<file path="config.mk">
export PLATFORM = sky130hd
export DESIGN_NAME = ifetch_unit
export DESIGN_NICKNAME = d
export VERILOG_FILES = /design/src/rtl/ifetch_unit_pkg.sv /design/src/rtl/ifetch_unit_buf.sv /design/src/rtl/ifetch_unit.sv
export SDC_FILE = /design/constraint.sdc
export NUM_CORES = 1
export LEC_CHECK = 0
export BUFFER_PORTS_ARGS = -buffer_cell sky130_fd_sc_hd__buf_2
export CAP_MARGIN = 20
export CORE_AREA = 3 3 145 147
export CTS_CLUSTER_DIAMETER = 60
export DETAILED_ROUTE_END_ITERATION = 6
export DIE_AREA = 0 0 148 150
export PLACE_DENSITY = 0.78
export SYNTH_ARGS = -nofsm -noshare
export SYNTH_HDL_FRONTEND = slang
export SYNTH_SLANG_ARGS = --single-unit
</file>
<file path="constraint.sdc">
create_clock -name cpu_clk -period 4.5 [get_ports cpu_clk]
set_input_delay 0.45 -clock cpu_clk [delete_from_list [all_inputs] [get_ports cpu_clk]]
set_output_delay 0.45 -clock cpu_clk [all_outputs]
set_load 0.02 [all_outputs]
</file>
<file path="src/rtl/ifetch_unit_pkg.sv">
// ============================================================================
// Module : ifetch_unit_pkg
// Brief  : Shared encodings for the miniRV instruction fetch unit
// Rev    : 1.0  initial release
// ============================================================================
`default_nettype none

package ifetch_unit_pkg;

    typedef enum logic [1:0] {
        NPC_PC4   = 2'd0,
        NPC_PCIMM = 2'd1,
        NPC_IMM   = 2'd2
    } npc_op_e;

    typedef enum logic [1:0] {
        S_IDLE = 2'd0,
        S_REQ  = 2'd1,
        S_WAIT = 2'd2,
        S_DROP = 2'd3
    } fetch_state_e;

    localparam logic [31:0] NOP_INST = 32'h0000_0013;

    // Control-flow target, word aligned; the add wraps naturally at 32 bits.
    function automatic logic [31:0] redirect_target(
        input logic [1:0]  op,
        input logic [31:0] pc,
        input logic [31:0] imm,
        input logic [31:0] aluc
    );
        logic [31:0] t;
        t = (op == NPC_IMM) ? aluc : (pc + imm);
        return {t[31:2], 2'b00};
    endfunction

endpackage

`default_nettype wire

</file>
<file path="src/rtl/ifetch_unit_buf.sv">
// ============================================================================
// Module : ifetch_buf
// Brief  : Small {pc, inst} FIFO with flush; head is driven from flops only
// Rev    : 1.0  initial release
// ============================================================================
`default_nettype none

module ifetch_buf
    import ifetch_unit_pkg::*;
#(
    parameter int DEPTH = 2,
    parameter int CW    = $clog2(DEPTH + 1)
) (
    input  logic          clk,
    input  logic          rst,
    input  logic          flush,
    input  logic          push,
    input  logic [31:0]   push_pc,
    input  logic [31:0]   push_inst,
    input  logic          pop,
    output logic [CW-1:0] count,
    output logic          head_valid,
    output logic [31:0]   head_pc,
    output logic [31:0]   head_inst
);

    localparam int AW = (DEPTH > 1) ? $clog2(DEPTH) : 1;

    logic [31:0]   pc_mem   [DEPTH];
    logic [31:0]   inst_mem [DEPTH];
    logic [AW-1:0] rd_ptr;
    logic [AW-1:0] wr_ptr;
    logic          do_push;
    logic          do_pop;

    assign head_valid = (count != '0);
    assign do_pop     = pop && head_valid;
    assign do_push    = push && ((count != CW'(DEPTH)) || do_pop);

    // Empty buffer presents a NOP at PC 0 so stale or flushed words never leak.
    assign head_pc    = head_valid ? pc_mem[rd_ptr]   : 32'h0000_0000;
    assign head_inst  = head_valid ? inst_mem[rd_ptr] : NOP_INST;

    always_ff @(posedge clk or posedge rst) begin
        if (rst) begin
            rd_ptr <= '0;
            wr_ptr <= '0;
            count  <= '0;
        end else if (flush) begin
            rd_ptr <= '0;
            wr_ptr <= '0;
            count  <= '0;
        end else begin
            if (do_push) wr_ptr <= wr_ptr + AW'(1);
            if (do_pop)  rd_ptr <= rd_ptr + AW'(1);
            count <= count + CW'(do_push) - CW'(do_pop);
        end
    end

    always_ff @(posedge clk) begin
        if (do_push && !flush) begin
            pc_mem[wr_ptr]   <= push_pc;
            inst_mem[wr_ptr] <= push_inst;
        end
    end

endmodule

`default_nettype wire

</file>
<file path="src/rtl/ifetch_unit.sv">
// ============================================================================
// Module : ifetch_unit
// Brief  : PC owner and imem req/gnt/rvalid fetcher with redirect flushing
// Rev    : 1.0  initial release
// ============================================================================
`default_nettype none

module ifetch_unit
    import ifetch_unit_pkg::*;
#(
    parameter logic [31:0] RESET_PC  = 32'h0000_0000,
    parameter int          BUF_DEPTH = 2
) (
    input  logic        cpu_clk,
    input  logic        cpu_rst,
    output logic        imem_req,
    output logic [31:0] imem_addr,
    input  logic        imem_gnt,
    input  logic        imem_rvalid,
    input  logic [31:0] imem_rdata,
    output logic [31:0] IF_inst,
    output logic [31:0] IF_pc,
    output logic        IF_valid,
    input  logic        ID_ready,
    input  logic        redirect_valid,
    input  logic [1:0]  npc_op,
    input  logic [31:0] redirect_pc,
    input  logic [31:0] redirect_imm,
    input  logic [31:0] redirect_aluc
);

    localparam int CW = $clog2(BUF_DEPTH + 1);

    fetch_state_e  state;
    fetch_state_e  state_nxt;
    logic [31:0]   fetch_pc;
    logic [31:0]   fetch_pc_nxt;
    logic [31:0]   req_pc;
    logic [31:0]   req_pc_nxt;
    logic [CW-1:0] buf_count;
    logic [31:0]   occupancy;
    logic [31:0]   target;
    logic          outstanding;
    logic          pop;
    logic          issue_ok;
    logic          redirect;
    logic          granted;
    logic          push;

    // WAIT and DROP are exactly the states with one request in flight.
    assign outstanding = (state == S_WAIT) || (state == S_DROP);
    assign pop         = IF_valid & ID_ready;
    assign occupancy   = 32'(buf_count) + 32'(outstanding) - 32'(pop);
    assign issue_ok    = occupancy < 32'(BUF_DEPTH);

    assign redirect = redirect_valid && ((npc_op == NPC_PCIMM) || (npc_op == NPC_IMM));
    assign target   = redirect_target(npc_op, redirect_pc, redirect_imm, redirect_aluc);

    assign imem_req  = (state == S_REQ) || ((state == S_WAIT) && imem_rvalid && issue_ok);
    assign imem_addr = fetch_pc;
    assign granted   = imem_req && imem_gnt;
    assign push      = (state == S_WAIT) && imem_rvalid && !redirect;

    always_comb begin
        state_nxt    = state;
        fetch_pc_nxt = fetch_pc;
        req_pc_nxt   = req_pc;

        case (state)
            S_IDLE: if (issue_ok) state_nxt = S_REQ;
            S_REQ:  if (imem_gnt) state_nxt = S_WAIT;
            S_WAIT: begin
                if (imem_rvalid) begin
                    if (!issue_ok)     state_nxt = S_IDLE;
                    else if (imem_gnt) state_nxt = S_WAIT;
                    else               state_nxt = S_REQ;
                end
            end
            S_DROP: if (imem_rvalid) state_nxt = issue_ok ? S_REQ : S_IDLE;
            default: state_nxt = S_IDLE;
        endcase

        if (granted) begin
            fetch_pc_nxt = fetch_pc + 32'd4;
            req_pc_nxt   = fetch_pc;
        end

        // Any response still owed after this cycle belongs to the old path.
        if (redirect) begin
            fetch_pc_nxt = target;
            state_nxt    = ((outstanding && !imem_rvalid) || granted) ? S_DROP : S_REQ;
        end
    end

    always_ff @(posedge cpu_clk or posedge cpu_rst) begin
        if (cpu_rst) begin
            state    <= S_IDLE;
            fetch_pc <= RESET_PC;
            req_pc   <= RESET_PC;
        end else begin
            state    <= state_nxt;
            fetch_pc <= fetch_pc_nxt;
            req_pc   <= req_pc_nxt;
        end
    end

    ifetch_buf #(
        .DEPTH (BUF_DEPTH),
        .CW    (CW)
    ) u_buf (
        .clk        (cpu_clk),
        .rst        (cpu_rst),
        .flush      (redirect),
        .push       (push),
        .push_pc    (req_pc),
        .push_inst  (imem_rdata),
        .pop        (pop),
        .count      (buf_count),
        .head_valid (IF_valid),
        .head_pc    (IF_pc),
        .head_inst  (IF_inst)
    );

endmodule

`default_nettype wire

</file>
==> flow_summary.toml <==
[setup_path]
worstPathArrival_ps = 3670
cp-end-kind = "flop"
crit_path_max_incr_delay_ps = 510
startpoint_type = "flop"
crit_buf_inv = 1
cp_max_fo = 15
timing.critical_path.required_ps = 4840
cp_common_cell = "nor2b_1"
crit_path_cell_trace = "nor2_4 > nor2b_1 > ha_1 > nor2b_1 > fa_1 > inv_1 > o2111a_1 > o21ai_4 > nor3_1 > nand4_1 > xor2_1 > a22oi_1"
critPathKind = "flop to flop"
critPathTopFamily = "simple AND/OR/NAND/NOR gates"
cp_slowest_cell = "nor3_1"

[yosys]
ys.flop_type = "edfxtp_1"
yosys.area.top_type_share_pct = 38.64
yosys_register_bits = 190
synth_adder_area_share_pct = 4.882
async_reset_ff_share_pct = 34.74
synth_largest_area_cell = "edfxtp_1"
syn-cell-area_um2 = 9637
synth_top_family_by_area = "simple AND/OR/NAND/NOR gates"
ys_warn_count = 0
synthSimpleGateAreaFrac_pct = 15.15
synth_edf_count = 124
syn_area_per_cell_um2 = 10.91
synth_compound_area_share_pct = 10.02
yosys.area_share.xor_xnor_pct = 4.908
synth_cells = 883
ys_seq_area_share_pct = 55.78
synth_area_leaders = "edfxtp_1, dfrtp_1, mux2i_1, nand2_1, ha_1"
synth_cell_types = 65
synth_mux_area_share_pct = 6.440

[route]
wire_per_inst_um = 15.63
ant_nets = 0
initialDrtViolationCount = 366
drc = 0
vias = 7229
vias_per_cell = 5.219
drt-total-wl_um = 21650
dr.pass1.iters = 5

[run]
cap_violations = 0

[place]
place_hpwl_um = 16060
gp_congestion = 0.8966
io_buffers = 227
dp.cells = 1353
post-place-ws_ps = 1059
placed_cell_area_um2 = 11060

[clock_network]
clockRootBuffer = "clkbuf_16"
cts_made_buffers = 17
clk_pin_slew_ps = 70
tritoncts = "done"
postCtsSetupBuffers = 0
htree_num_levels = 4
cts_max_path_buffers = 2
postCtsResizedCells = 0
cts.hold.buffers_added = 0
clk_latency_ps = 430
clock_sinks = 190

[sta]
finalSetupTns_ps = 0
period_share_pct = 73.98
finalSetupViolCount = 0
final-hold-violation-count = 0
fin_crit_ps = 3329
slew_viol_final = 0
relSlewSlack_pct = 26.78
whs_ps = 88.62
setup_slack_ps = 1171
max_freq_ghz = 0.3004
rsz0062_at_grt = "false"
skew_ps = 13.12
worst_pin_slew_ps = 1098

[finish]
fin_nets = 1275
multi_input_area_um2 = 4035
drive_gt1_share_pct = 25.83
seq_area_um2 = 5379
fin_util_pct = 58.12
stdcell_area_um2 = 11650
fillers = 1708
finalNonFillerCells = 1385
area_delta_synth_final_pct = 20.85
antenna_cells = 0

[global_routing]
gr-usage-all-layers_pct = 19.69
grt_first_pass_wirelength_um = 35150
grt_pass1_vias = 6897
antenna_found_initial = 1
overflow = 0
grt_max_degree = 64

[power]
p_leak_nw = 4.994
power.density_nw_per_um2 = 548.2
vdd_drop_max_mv = 0.3622
total_power_mw = 6.385

[die]
initial_core_util_pct = 48.09
die_area_um2 = 22200
io_pins = 234
core_area_um2 = 20040
row_count = 52
fp.dieW_um = 148
die_h_um = 150

[hold_path]
hold_path.class = "primary input to asynchronous set/reset pin"

[status]
status = "complete, no violations"
-- area by class of cell --
class,instances,share of cell area [%]
Tap cell,270,2.901
Clock inverter,14,1.343
Clock buffer,18,3.685
Sequential cell,190,46.19
Inverter,24,0.7735
Timing Repair Buffer,238,10.46
Multi-Input combinational cell,631,34.65
-- report_power, final --
part | internal [mW] | switching [mW]
combinational | 0.857 | 1.39
sequential | 2.26 | 0.405
clock | 0.828 | 0.644
-- path summary, 6_finish.rpt --
path	startpoint	end	slack, ps	cells after the start
max	u_buf.count[1]$_DFF_PP0_	imem_addr[15]$_DFFE_PP0P_	1170	12
min	cpu_rst	req_pc[27]$_DFFE_PP0P_	90	2
max reg2reg	u_buf.count[1]$_DFF_PP0_	imem_addr[15]$_DFFE_PP0P_	1170	12
min reg2reg	req_pc[16]$_DFFE_PP0P_	u_buf.pc_mem[0][16]$_DFFE_PP_	470	0
max in group asynchronous	cpu_rst	u_buf.rd_ptr$_DFFE_PP0P_	3440	3
min in group cpu_clk	imem_rdata[21]	u_buf.inst_mem[0][21]$_DFFE_PP_	220	1
-- logic make-up after synthesis --
family / after synthesis
buf+inv: 65
xor+xnor: 54
compound gates: 149
simple gates: 325
fa+ha+maj: 37
flops: 190
mux: 62
other cells: 1
-- layer usage --
metal | GRT usage (%) | up-vias | wire length [um] | part of all wire [%]
met2 | 32.22 | 251 | 10260 | 47
met5 | 0 | - | 13 | 0.060
met3 | 5.300 | 25 | 1642 | 7.6
li1 | - | 3588 | - | -
met4 | 5.266 | 2 | 293 | 1.4
met1 | 26.17 | 3363 | 9434 | 44
-- placed cells by master, fill, tap and decap left out, types with 10 or more instances in the layout --
| cell type | synthesis | final |
|---|---|---|
| nor3_1 | 17 | 17 |
| ha_1 | 36 | 36 |
| o21ai_0 | 34 | 34 |
| nand2_1 | 141 | 141 |
| xor2_1 | 20 | 20 |
| a21oi_1 | 41 | 41 |
| nand2b_1 | 10 | 10 |
| nand3_1 | 14 | 14 |
| mux2i_1 | 62 | 62 |
| nor2_1 | 88 | 87 |
| edfxtp_1 | 124 | 124 |
| dfrtp_1 | 66 | 65 |
| clkbuf_16 | 0 | 17 |
| inv_1 | 22 | 21 |
| buf_4 | 5 | 11 |
| buf_2 | 4 | 227 |
| nand4_1 | 13 | 13 |
| xnor2_1 | 34 | 34 |
-- cells in the mapped netlist, types with 13 or more instances --
library cell	n
ha_1	36
xnor2_1	34
mux2i_1	62
nand4_1	13
inv_1	22
dfrtp_1	66
xor2_1	20
clkbuf_1	27
nor2_1	88
nor3_1	17
o21ai_0	34
nand3_1	14
nand2_1	141
edfxtp_1	124
a21oi_1	41
-- state kept, by name, indices dropped and copies added (netlist names) --
name	count
u_buf.count	2
req_pc	30
u_buf.pc_mem	60
u_buf.wr_ptr	1
state	2
u_buf.inst_mem	64
u_buf.rd_ptr	1
imem_addr	30
No activity file was read; power rests on OpenSTA's default activity.
